$ cat config.mk
export PLATFORM = sky130hd
export DESIGN_NAME = load_store_unit
export DESIGN_NICKNAME = d
export VERILOG_FILES = /design/src/rtl/load_store_unit.sv
export SDC_FILE = /design/constraint.sdc
export NUM_CORES = 1
export LEC_CHECK = 0
export CORE_ASPECT_RATIO = 1.2
export CORE_MARGIN = 5
export CORE_UTILIZATION = 67
export DETAILED_ROUTE_END_ITERATION = 16
export DONT_BUFFER_PORTS = 1
export PLACE_DENSITY_LB_ADDON = 0.1
export SLEW_MARGIN = 25
export SYNTH_ARGS = -nofsm -noshare
export SYNTH_HDL_FRONTEND = slang
export SYNTH_SLANG_ARGS = --single-unit
$ cat constraint.sdc
create_clock -name clk -period 5 [get_ports clk]
set_input_delay 0.5 -clock clk [delete_from_list [all_inputs] [get_ports clk]]
set_output_delay 0.5 -clock clk [all_outputs]
set_load 0.02 [all_outputs]
$ cat src/rtl/load_store_unit.sv
// Byte-addressed load/store front end for a word-addressed dmem: sub-word stores by read-modify-write, loads extended.
// Optional build macro MISALIGN_TRAP_EN: misaligned half/word accesses respond with an error instead of being force-aligned.
module load_store_unit #(
  parameter int WORD_AW = 30
) (
  input  logic        clk,
  input  logic        rst_n,
  input  logic        req_valid,
  output logic        req_ready,
  input  logic        req_we,
  input  logic [2:0]  req_funct3,
  input  logic [31:0] req_addr,
  input  logic [31:0] req_wdata,
  output logic        resp_valid,
  output logic [31:0] resp_rdata,
  output logic        resp_err,
  output logic [31:0] dmem_r_addr,
  output logic [31:0] dmem_w_addr,
  output logic        dmem_read,
  output logic        dmem_write,
  output logic [31:0] dmem_data_in,
  input  logic [31:0] dmem_data_out
);

  localparam logic [2:0] S_IDLE      = 3'd0;
  localparam logic [2:0] S_LD_ISSUE  = 3'd1;
  localparam logic [2:0] S_LD_WAIT   = 3'd2;
  localparam logic [2:0] S_RMW_ISSUE = 3'd3;
  localparam logic [2:0] S_RMW_WAIT  = 3'd4;
  localparam logic [2:0] S_ST_WRITE  = 3'd5;
  localparam logic [2:0] S_RESP      = 3'd6;

  logic [2:0]  r_state;
  logic [2:0]  r_funct3;
  logic [31:0] r_addr;
  logic [31:0] r_wdata;
  logic [31:0] r_rdata;
  logic        r_err;

  logic        w_illegal;
  logic        w_misalign;
  logic [31:0] w_addr_aligned;
  logic [31:0] w_word_addr;

  function automatic logic [31:0] load_extend(input logic [2:0] f3, input logic [1:0] lane,
                                              input logic [31:0] d);
    logic [7:0]  b;
    logic [15:0] h;
    case (lane)
      2'd0:    b = d[7:0];
      2'd1:    b = d[15:8];
      2'd2:    b = d[23:16];
      default: b = d[31:24];
    endcase
    h = lane[1] ? d[31:16] : d[15:0];
    case (f3)
      3'b000:  load_extend = {{24{b[7]}}, b};
      3'b001:  load_extend = {{16{h[15]}}, h};
      3'b010:  load_extend = d;
      3'b100:  load_extend = {24'd0, b};
      3'b101:  load_extend = {16'd0, h};
      default: load_extend = 32'd0;
    endcase
  endfunction

  function automatic logic [31:0] store_merge(input logic [2:0] f3, input logic [1:0] lane,
                                              input logic [31:0] old, input logic [31:0] wd);
    logic [31:0] m;
    m = old;
    case (f3)
      3'b000: begin
        case (lane)
          2'd0:    m[7:0]   = wd[7:0];
          2'd1:    m[15:8]  = wd[7:0];
          2'd2:    m[23:16] = wd[7:0];
          default: m[31:24] = wd[7:0];
        endcase
      end
      3'b001: begin
        if (lane[1]) m[31:16] = wd[15:0];
        else         m[15:0]  = wd[15:0];
      end
      default: m = wd;
    endcase
    store_merge = m;
  endfunction

  // Request legality, alignment check and natural alignment of the accepted address
  always_comb begin
    w_illegal      = 1'b0;
    w_misalign     = 1'b0;
    w_addr_aligned = req_addr;
    if (req_we) begin
      w_illegal = (req_funct3 > 3'b010);
    end else begin
      case (req_funct3)
        3'b000, 3'b001, 3'b010, 3'b100, 3'b101: w_illegal = 1'b0;
        default:                                w_illegal = 1'b1;
      endcase
    end
    case (req_funct3[1:0])
      2'b01: begin
`ifdef MISALIGN_TRAP_EN
        w_misalign = req_addr[0];
`else
        w_misalign = 1'b0;
`endif
        w_addr_aligned = {req_addr[31:1], 1'b0};
      end
      2'b10: begin
`ifdef MISALIGN_TRAP_EN
        w_misalign = (req_addr[1:0] != 2'b00);
`else
        w_misalign = 1'b0;
`endif
        w_addr_aligned = {req_addr[31:2], 2'b00};
      end
      default: w_addr_aligned = req_addr;
    endcase
  end

  // Request sequencer: accept, dmem access, merge/extend, single-cycle response
  always_ff @(posedge clk or negedge rst_n) begin
    if (!rst_n) begin
      r_state  <= S_IDLE;
      r_funct3 <= 3'd0;
      r_addr   <= 32'd0;
      r_wdata  <= 32'd0;
      r_rdata  <= 32'd0;
      r_err    <= 1'b0;
    end else begin
      case (r_state)
        S_IDLE: begin
          if (req_valid) begin
            r_funct3 <= req_funct3;
            r_addr   <= w_addr_aligned;
            r_wdata  <= req_wdata;
            r_rdata  <= 32'd0;
            r_err    <= 1'b0;
            if (w_illegal || w_misalign) begin
              r_err   <= 1'b1;
              r_state <= S_RESP;
            end else if (!req_we) begin
              r_state <= S_LD_ISSUE;
            end else if (req_funct3 == 3'b010) begin
              r_state <= S_ST_WRITE;
            end else begin
              r_state <= S_RMW_ISSUE;
            end
          end
        end
        S_LD_ISSUE:  r_state <= S_LD_WAIT;
        S_LD_WAIT: begin
          r_rdata <= load_extend(r_funct3, r_addr[1:0], dmem_data_out);
          r_state <= S_RESP;
        end
        S_RMW_ISSUE: r_state <= S_RMW_WAIT;
        S_RMW_WAIT: begin
          r_wdata <= store_merge(r_funct3, r_addr[1:0], dmem_data_out, r_wdata);
          r_state <= S_ST_WRITE;
        end
        S_ST_WRITE:  r_state <= S_RESP;
        S_RESP:      r_state <= S_IDLE;
        default:     r_state <= S_IDLE;
      endcase
    end
  end

  assign w_word_addr  = {{(32-WORD_AW){1'b0}}, r_addr[WORD_AW+1:2]};
  assign req_ready    = rst_n & (r_state == S_IDLE);
  assign dmem_read    = (r_state == S_LD_ISSUE) | (r_state == S_RMW_ISSUE);
  assign dmem_write   = (r_state == S_ST_WRITE);
  assign dmem_r_addr  = dmem_read  ? w_word_addr : 32'd0;
  assign dmem_w_addr  = dmem_write ? w_word_addr : 32'd0;
  assign dmem_data_in = dmem_write ? r_wdata     : 32'd0;
  assign resp_valid   = (r_state == S_RESP);
  assign resp_rdata   = resp_valid ? r_rdata : 32'd0;
  assign resp_err     = resp_valid & r_err;

endmodule

==> reports/summary.txt, run 1 <==
Final Setup Violations -> 0
Detailed router's first-iteration violation count -> 438
Area of the multi-input gates -> 3280 sq um
Pint -> 0.00222 W
Seq/Total Area, Yosys -> 0.421
Part of the cycle the worst path needs -> 0.542
Slew @ Worst Pin -> 0.953 ns
Synthesized area -> 6120 sq um
Fillcell total -> 684
Synth top area cells -> dfrtp_1, and2_1, nand2_1, a221o_1, mux2_2
Slew HR -> 0.364
CP Capture Type -> primary output
Sink Count -> 103
Maximum vdd ir drop -> 0.309 mV
FF/Latch Area -> 2580 sq um
Vias in the first global route -> 4972
Die ar. -> 11200 sq um
PD cells -> 641 nW/um^2
Global-route layer with the greatest usage -> met2
CP Launch Type -> flop
Setup_tns -> 0 ns
P&R area growth vs syn -> 3.33%
Comb pwr share -> 0.467
Post-Syn Instances -> 661
Fmax -> 0.369 GHz
Crit path max fanout -> 63
Worst path bufs/invs -> 2
Critical-path cell list -> inv_1, nor3b_4, buf_4, and2_1
CTS max path bufs -> 2
Final Critical Period -> 2.71 ns
Final HPWL DP -> 13.0 mm
Via Count -> 4962
Port bufs -> 0
Inserted Diodes -> 0
Switching part of the total power -> 0.453
Grt met2 use -> 0.505
I/O pin total -> 236
Die Y -> 115 um
Clk network pwr share -> 0.149
Initial antenna violation count -> 0
Nets -> 728
Hold Crit Class -> in2async
Global Route met1 Usage -> 0.407
Cts repair resizes -> 0
Final global-route overflow total -> 0
Gp weighted congestion -> 1.05
CP top delay family -> buffers and inverters
Core Rows -> 38
Number of enable flip-flop cells after synthesis -> 0
CP max-delay cell -> dfrtp_1
Seq cells post-synth -> 103
NetSw -> 0.00184 W
Synthesized area per cell -> 9.26 sq um
First-pass GRT wire length -> 27.7 mm
Crit path kind -> reg2out
Synth top area share -> 0.421
Routed wire length per instance -> 23.8 um
TritonRoute pass-1 iters -> 6
Number of H-tree levels -> 3
MaxCap Viol Count -> 0
WL final -> 17.8 mm
Leakage -> 2.83 nW
Overall Global Routing Usage -> 0.320
Post-CTS Setup Bufs -> 0
CTS tree -> yes
Clk_lat worst skew -> 0.38 ns
Antenna-violating nets left -> 0
CTS root buffer -> clkbuf_8
Distinct cells, synth -> 47
CTS Buf Count -> 9
Vias per std cell -> 6.63
CP max stage delay -> 0.57 ns
Clock skew -> 0.00674 ns
Critical path arrival -> 2.21 ns
Post-route DRC -> 0
Die width -> 97.2 um
Fin Hold WS -> 0.0279 ns
Critical Path RT -> 4.50 ns
Status -> complete, no violations
Seq pwr share -> 0.384
Core area -> 8990 sq um
Final number of hold-violating endpoints -> 0
Synth area leader -> dfrtp_1
Top_reg_cell synth -> dfrtp_1
Largest net degree at the start of global routing -> 104
Slew Limit Fails -> 0
Layout cells sized above 1 -> 0.0939
GR Util met3 -> 0.0902
Synth async-reset ratio -> 1.00
RSZ-0062 raised after global routing -> false
Synth warnings -> 0
Initial Util -> 0.681
CTS clock-pin slew for the worst setup and hold paths -> 0.10 ns
layout by cell type, fill, tap and decap left out, types with 2 or more instances in the layout:
cell / count
o21ai_0: 17
o221ai_1: 15
nor2_4: 3
a31oi_1: 9
nand2b_1: 11
nor3b_4: 2
nand2_1: 117
mux2_1: 14
nor3_1: 3
bufinv_16: 2
a221o_1: 24
mux2_2: 16
and2_1: 126
inv_1: 11
clkbuf_8: 11
mux4_2: 8
a21oi_1: 17
and3_1: 2
nor2_1: 23
conb_1: 4
ha_1: 2
dfrtp_1: 103
nor2b_1: 5
a22o_1: 8
mux2_4: 2
o211ai_1: 9
o21ai_4: 2
buf_4: 2
nand3_1: 19
nor3b_1: 2
clkinv_2: 2
a22oi_1: 8
mux2i_1: 9
o21a_1: 3
final cells by class:
class | count | share of cell area
Multi-Input combinational cell | 495 | 0.519
Sequential cell | 103 | 0.408
Clock buffer | 11 | 0.0239
Tap cell | 120 | 0.0237
Clock inverter | 5 | 0.0125
Timing Repair Buffer | 3 | 0.00673
Inverter | 11 | 0.00653
metrics by stage:
step                      utilization  power [W]  std cells  setup slack (ns)  cell area (sq um)
after floorplan                     -    0.00309        664              2.94               6130
after global placement          0.672    0.00336        731              2.60               6040
after detailed placement        0.673    0.00341        731              2.45               6050
after CTS                       0.702    0.00403        748              2.02               6310
after global routing            0.704    0.00433        748              2.12               6320
final                           0.704    0.00406        748              2.29               6320
worst paths after layout:
path,startpoint,slack [ns],cells after the start,end
hold reg to reg,r_err,0.49,2,r_err
setup / recovery,r_state[0],2.29,4,dmem_data_in[7]
setup reg to reg,r_addr[1],2.47,4,r_rdata[6]
min in group clk,req_addr[12],0.22,2,r_addr[12]
max in group asynchronous,rst_n,4.56,1,r_wdata[13]
hold / removal,rst_n,0.03,1,r_rdata[2]
kinds of logic (layout without fill, tap and decap cells):
kind of cell | Yosys count | count (layout) | share of synthesized area
adder cells (fa/ha/maj) | 2 | 2 | 0.00409
AND/OR/NAND/NOR | 320 | 320 | 0.269
buffers and inverters | 66 | 30 | 0.0523
multiplexers | 49 | 49 | 0.104
other | 1 | 4 | 0.000613
AO/OA/AOI/OAI | 120 | 120 | 0.148
flip-flops | 103 | 103 | 0.421
flip-flops by register name, indices dropped and copies added (netlist names):
signal    cells
r_state       3
r_funct3      3
r_wdata      32
r_rdata      32
r_err         1
r_addr       32
cells in the mapped netlist (5+ instances only):
library cell and n:
a22o_1 8, nor2_1 25, o211ai_1 9, clkbuf_1 27
nand2b_1 11, a31oi_1 9, buf_4 6, inv_1 11
mux4_2 8, mux2i_1 9, and2_1 127, nor2b_1 5
nand3_1 19, buf_2 16, nand2_1 118, o21ai_0 17
a221o_1 24, a21oi_1 17, dfrtp_1 103, mux2_1 14
a22oi_1 8, o221ai_1 15, mux2_2 16
layer usage:
metal  routed length (um)  vias to the layer above  share of wire
li1                     -                     2196              -
met1                 6830                     2384           0.38
met2                 8270                      327           0.46
met3                 1950                       55           0.11
met4                  754                        0          0.042
met5                    0                        -              0
timing repair:
item	4_1_cts	5_1_grt
hold buffers	1	0
endpoints found under the setup margin	0	0
endpoints found under the hold margin	103	0
power groups by stage:
stage / Clock (W) / Combinational (W) / Sequential, W
after floorplan: 0 / 0.00170 / 0.00139
after global placement: 0 / 0.00182 / 0.00154
after detailed placement: 0 / 0.00186 / 0.00155
after CTS: 0.000609 / 0.00188 / 0.00155
after global routing: 0.000645 / 0.00208 / 0.00161
final: 0.000602 / 0.00190 / 0.00156
Note: power is estimated with default switching activity, not from simulation.
==> run 2: changes to the inputs <==
- CORE_UTILIZATION: 67 -> 58
- clock period: 5 -> 2.2 ns (I/O delays scaled with it)
==> run 2 against run 1 <==
  * The run now ends with negative hold slack left
  * Die area is 14% higher
  * Clock-buffer cell count stayed put
  * Utilization is 4.6 points lower
==> reports/summary.txt, run 2 (synthesis gave the netlist of run 1 again) <==
Status -> finished with violations
Failing checks -> negative hold slack
CP Capture Type -> flop
Switching part of the total power -> 0.426 (-0.0275)
CP max-delay cell -> nor2_1
Critical-path cell list -> nand2b_1, nor2_1, a22oi_1, o221ai_1
Vias per std cell -> 6.34 (-4.4%)
Fin Hold WS -> -0.429 ns (-0.457 ns)
Worst path bufs/invs -> 0 (-2)
Post-CTS Setup Bufs -> 0 (unchanged)
Final Critical Period -> 2.09 ns
Die width -> 104 um (+6.7%)
CTS clock-pin slew for the worst setup and hold paths -> 0.06 ns (-0.04 ns)
Setup_tns -> 0 ns (unchanged)
Seq pwr share -> 0.358 (-0.026)
Vias in the first global route -> 5304 (+6.7%)
CTS tree -> yes
Routed wire length per instance -> 23.3 um (-2.3%)
Initial antenna violation count -> 0 (unchanged)
Gp weighted congestion -> 0.889 (-15%)
Final global-route overflow total -> 0 (unchanged)
Largest registers -> r_addr (32), r_rdata (32), r_wdata (32)
WL final -> 18.7 mm (+4.9%)
Placed Area -> 6210 sq um (+2.6%)
Critical path arrival -> 2.32 ns (+0.11 ns)
Nets -> 776 (+6.6%)
CP max stage delay -> 0.70 ns (+0.13 ns)
Worst R2R Setup Slack -> 0.11 ns (-2.36 ns)
Clk network pwr share -> 0.173 (+0.024)
Clock skew -> 0.00482 ns (-0.00192 ns)
Post-route DRC -> 0 (unchanged)
I/O pin total -> 236 (unchanged)
Commonest non-fill, non-tap cell in the layout -> and2_1
First-pass GRT wire length -> 29.2 mm (+5.3%)
Comb pwr share -> 0.469 (+0.002)
Inserted Diodes -> 0 (unchanged)
CTS root buffer -> clkbuf_16
Final number of hold-violating endpoints -> 103 (+103)
Slew HR -> 0.407 (+0.0435)
Leakage -> 3.07 nW (+8.6%)
CTS max path bufs -> 2 (unchanged)
Reg2reg end -> r_rdata[5]
Crit path max fanout -> 14 (-78%)
Overall Global Routing Usage -> 0.291 (-0.0286)
Clk_lat worst skew -> 0.34 ns (-0.04 ns)
MaxCap Viol Count -> 0 (unchanged)
Pint -> 0.00559 W (+150%)
PnR Total Power -> 0.00973 W (+140%)
Largest net degree at the start of global routing -> 105 (+0.96%)
Fillcell total -> 852 (+25%)
Crit path kind -> reg2reg
CP Launch Type -> flop
Maximum vdd ir drop -> 0.604 mV (+95%)
Initial Util -> 0.588 (-0.0934)
Sink Count -> 103 (unchanged)
P&R area growth vs syn -> 12.0%
TritonRoute pass-1 iters -> 5 (-1)
Die ar. -> 12700 sq um (+14%)
Core area -> 10400 sq um (+16%)
Via Count -> 5091 (+2.6%)
PD cells -> 1420 nW/um^2 (+120%)
CTS Hold Bufs -> 31 (+30)
Final HPWL DP -> 13.9 mm (+6.5%)
Fin util -> 0.658 (-0.0458)
Design area -> 6850 sq um (+8.3%)
Number of H-tree levels -> 3 (unchanged)
Core Rows -> 41 (+7.9%)
RSZ-0062 raised after global routing -> false
Slew Limit Fails -> 0 (unchanged)
Slew @ Worst Pin -> 0.886 ns (-0.0668 ns)
Final Setup Violations -> 0 (unchanged)
Critical Path RT -> 2.43 ns (-2.07 ns)
Antenna-violating nets left -> 0 (unchanged)
NetSw -> 0.00414 W (+130%)
CP top delay family -> simple AND/OR/NAND/NOR gates
Layout cells sized above 1 -> 0.113 (+0.0188)
Die Y -> 123 um (+6.8%)
Part of the cycle the worst path needs -> 0.950
Port bufs -> 0 (unchanged)
Hold Crit Class -> in2async
Commonest non-fill, non-tap cells in the layout -> and2_1, nand2_1, dfrtp_1
Detailed router's first-iteration violation count -> 282 (-36%)
Fmax -> 0.478 GHz
Reg2Reg Launch Point -> r_funct3[1]
CTS Buf Count -> 9 (unchanged)
Worst-case reg-to-reg path depth -> 4 (unchanged)
## run 2: cell count changes in the layout (fill, tap and decap cells not counted), sizes merged
| cell | change |
|---|---|
| clkinv | -1 |
| dlygate4sd3 | +31 |
| inv | -1 |
| buf | +17 |
## run 2: repair_timing
action | in CTS | in global routing
resized for setup | 0 | 6
hold endpoints to repair | 134 | 103
setup endpoints to repair | 0 | 22
## run 2: power by group through the flow
stage	logic, W	clock network, W	registers (W)
global route	0.00502	0.00176	0.00360
detailed placement	0.00450	0	0.00347
floorplan	0.00386	0	0.00316
CTS	0.00456	0.00171	0.00346
finish	0.00456	0.00169	0.00348
global placement	0.00438	0	0.00344
## run 2: metal layers
layer	track usage	share of wire	vias up
li1	-	-	2288
met4	0.143	0.047	0
met2	0.481	0.47	296
met1	0.347	0.38	2454
met5	0	0	-
met3	0.0889	0.10	53
## run 2: how the worst max path moves through the flow
stage / depth (start not counted) / startpoint / slack [ns] / end
floorplan: 4 / r_funct3[1] / 0.40 / r_wdata[0]
global placement: 4 / r_funct3[1] / 0.17 / r_rdata[6]
detailed placement: 4 / r_funct3[1] / 0.1 / r_rdata[3]
CTS: 4 / r_funct3[1] / 0.01 / r_rdata[5]
global route: 4 / r_funct3[0] / 0.004 / r_rdata[5]
finish: 4 / r_funct3[1] / 0.11 / r_rdata[5]
## run 2: area by class of cell
class | count | area [sq um] | share of cell area
Multi-Input combinational cell | 495 | 3270 | 0.478
Sequential cell | 103 | 2580 | 0.376
Timing Repair Buffer | 51 | 485 | 0.0709
Clock buffer | 11 | 243 | 0.0354
Tap cell | 129 | 161 | 0.0236
Clock inverter | 3 | 68.8 | 0.0100
Inverter | 11 | 41.3 | 0.00603
## run 2: metrics by stage
stage,setup WS [ns],hold slack [ns],cells
final,0.110,-0.429,803
after global routing,0.00421,-0.440,803
after CTS,0.0123,-0.439,803
after detailed placement,0.0987,-0.0720,758
after global placement,0.173,-0.0716,758
after floorplan,0.401,-0.0756,664
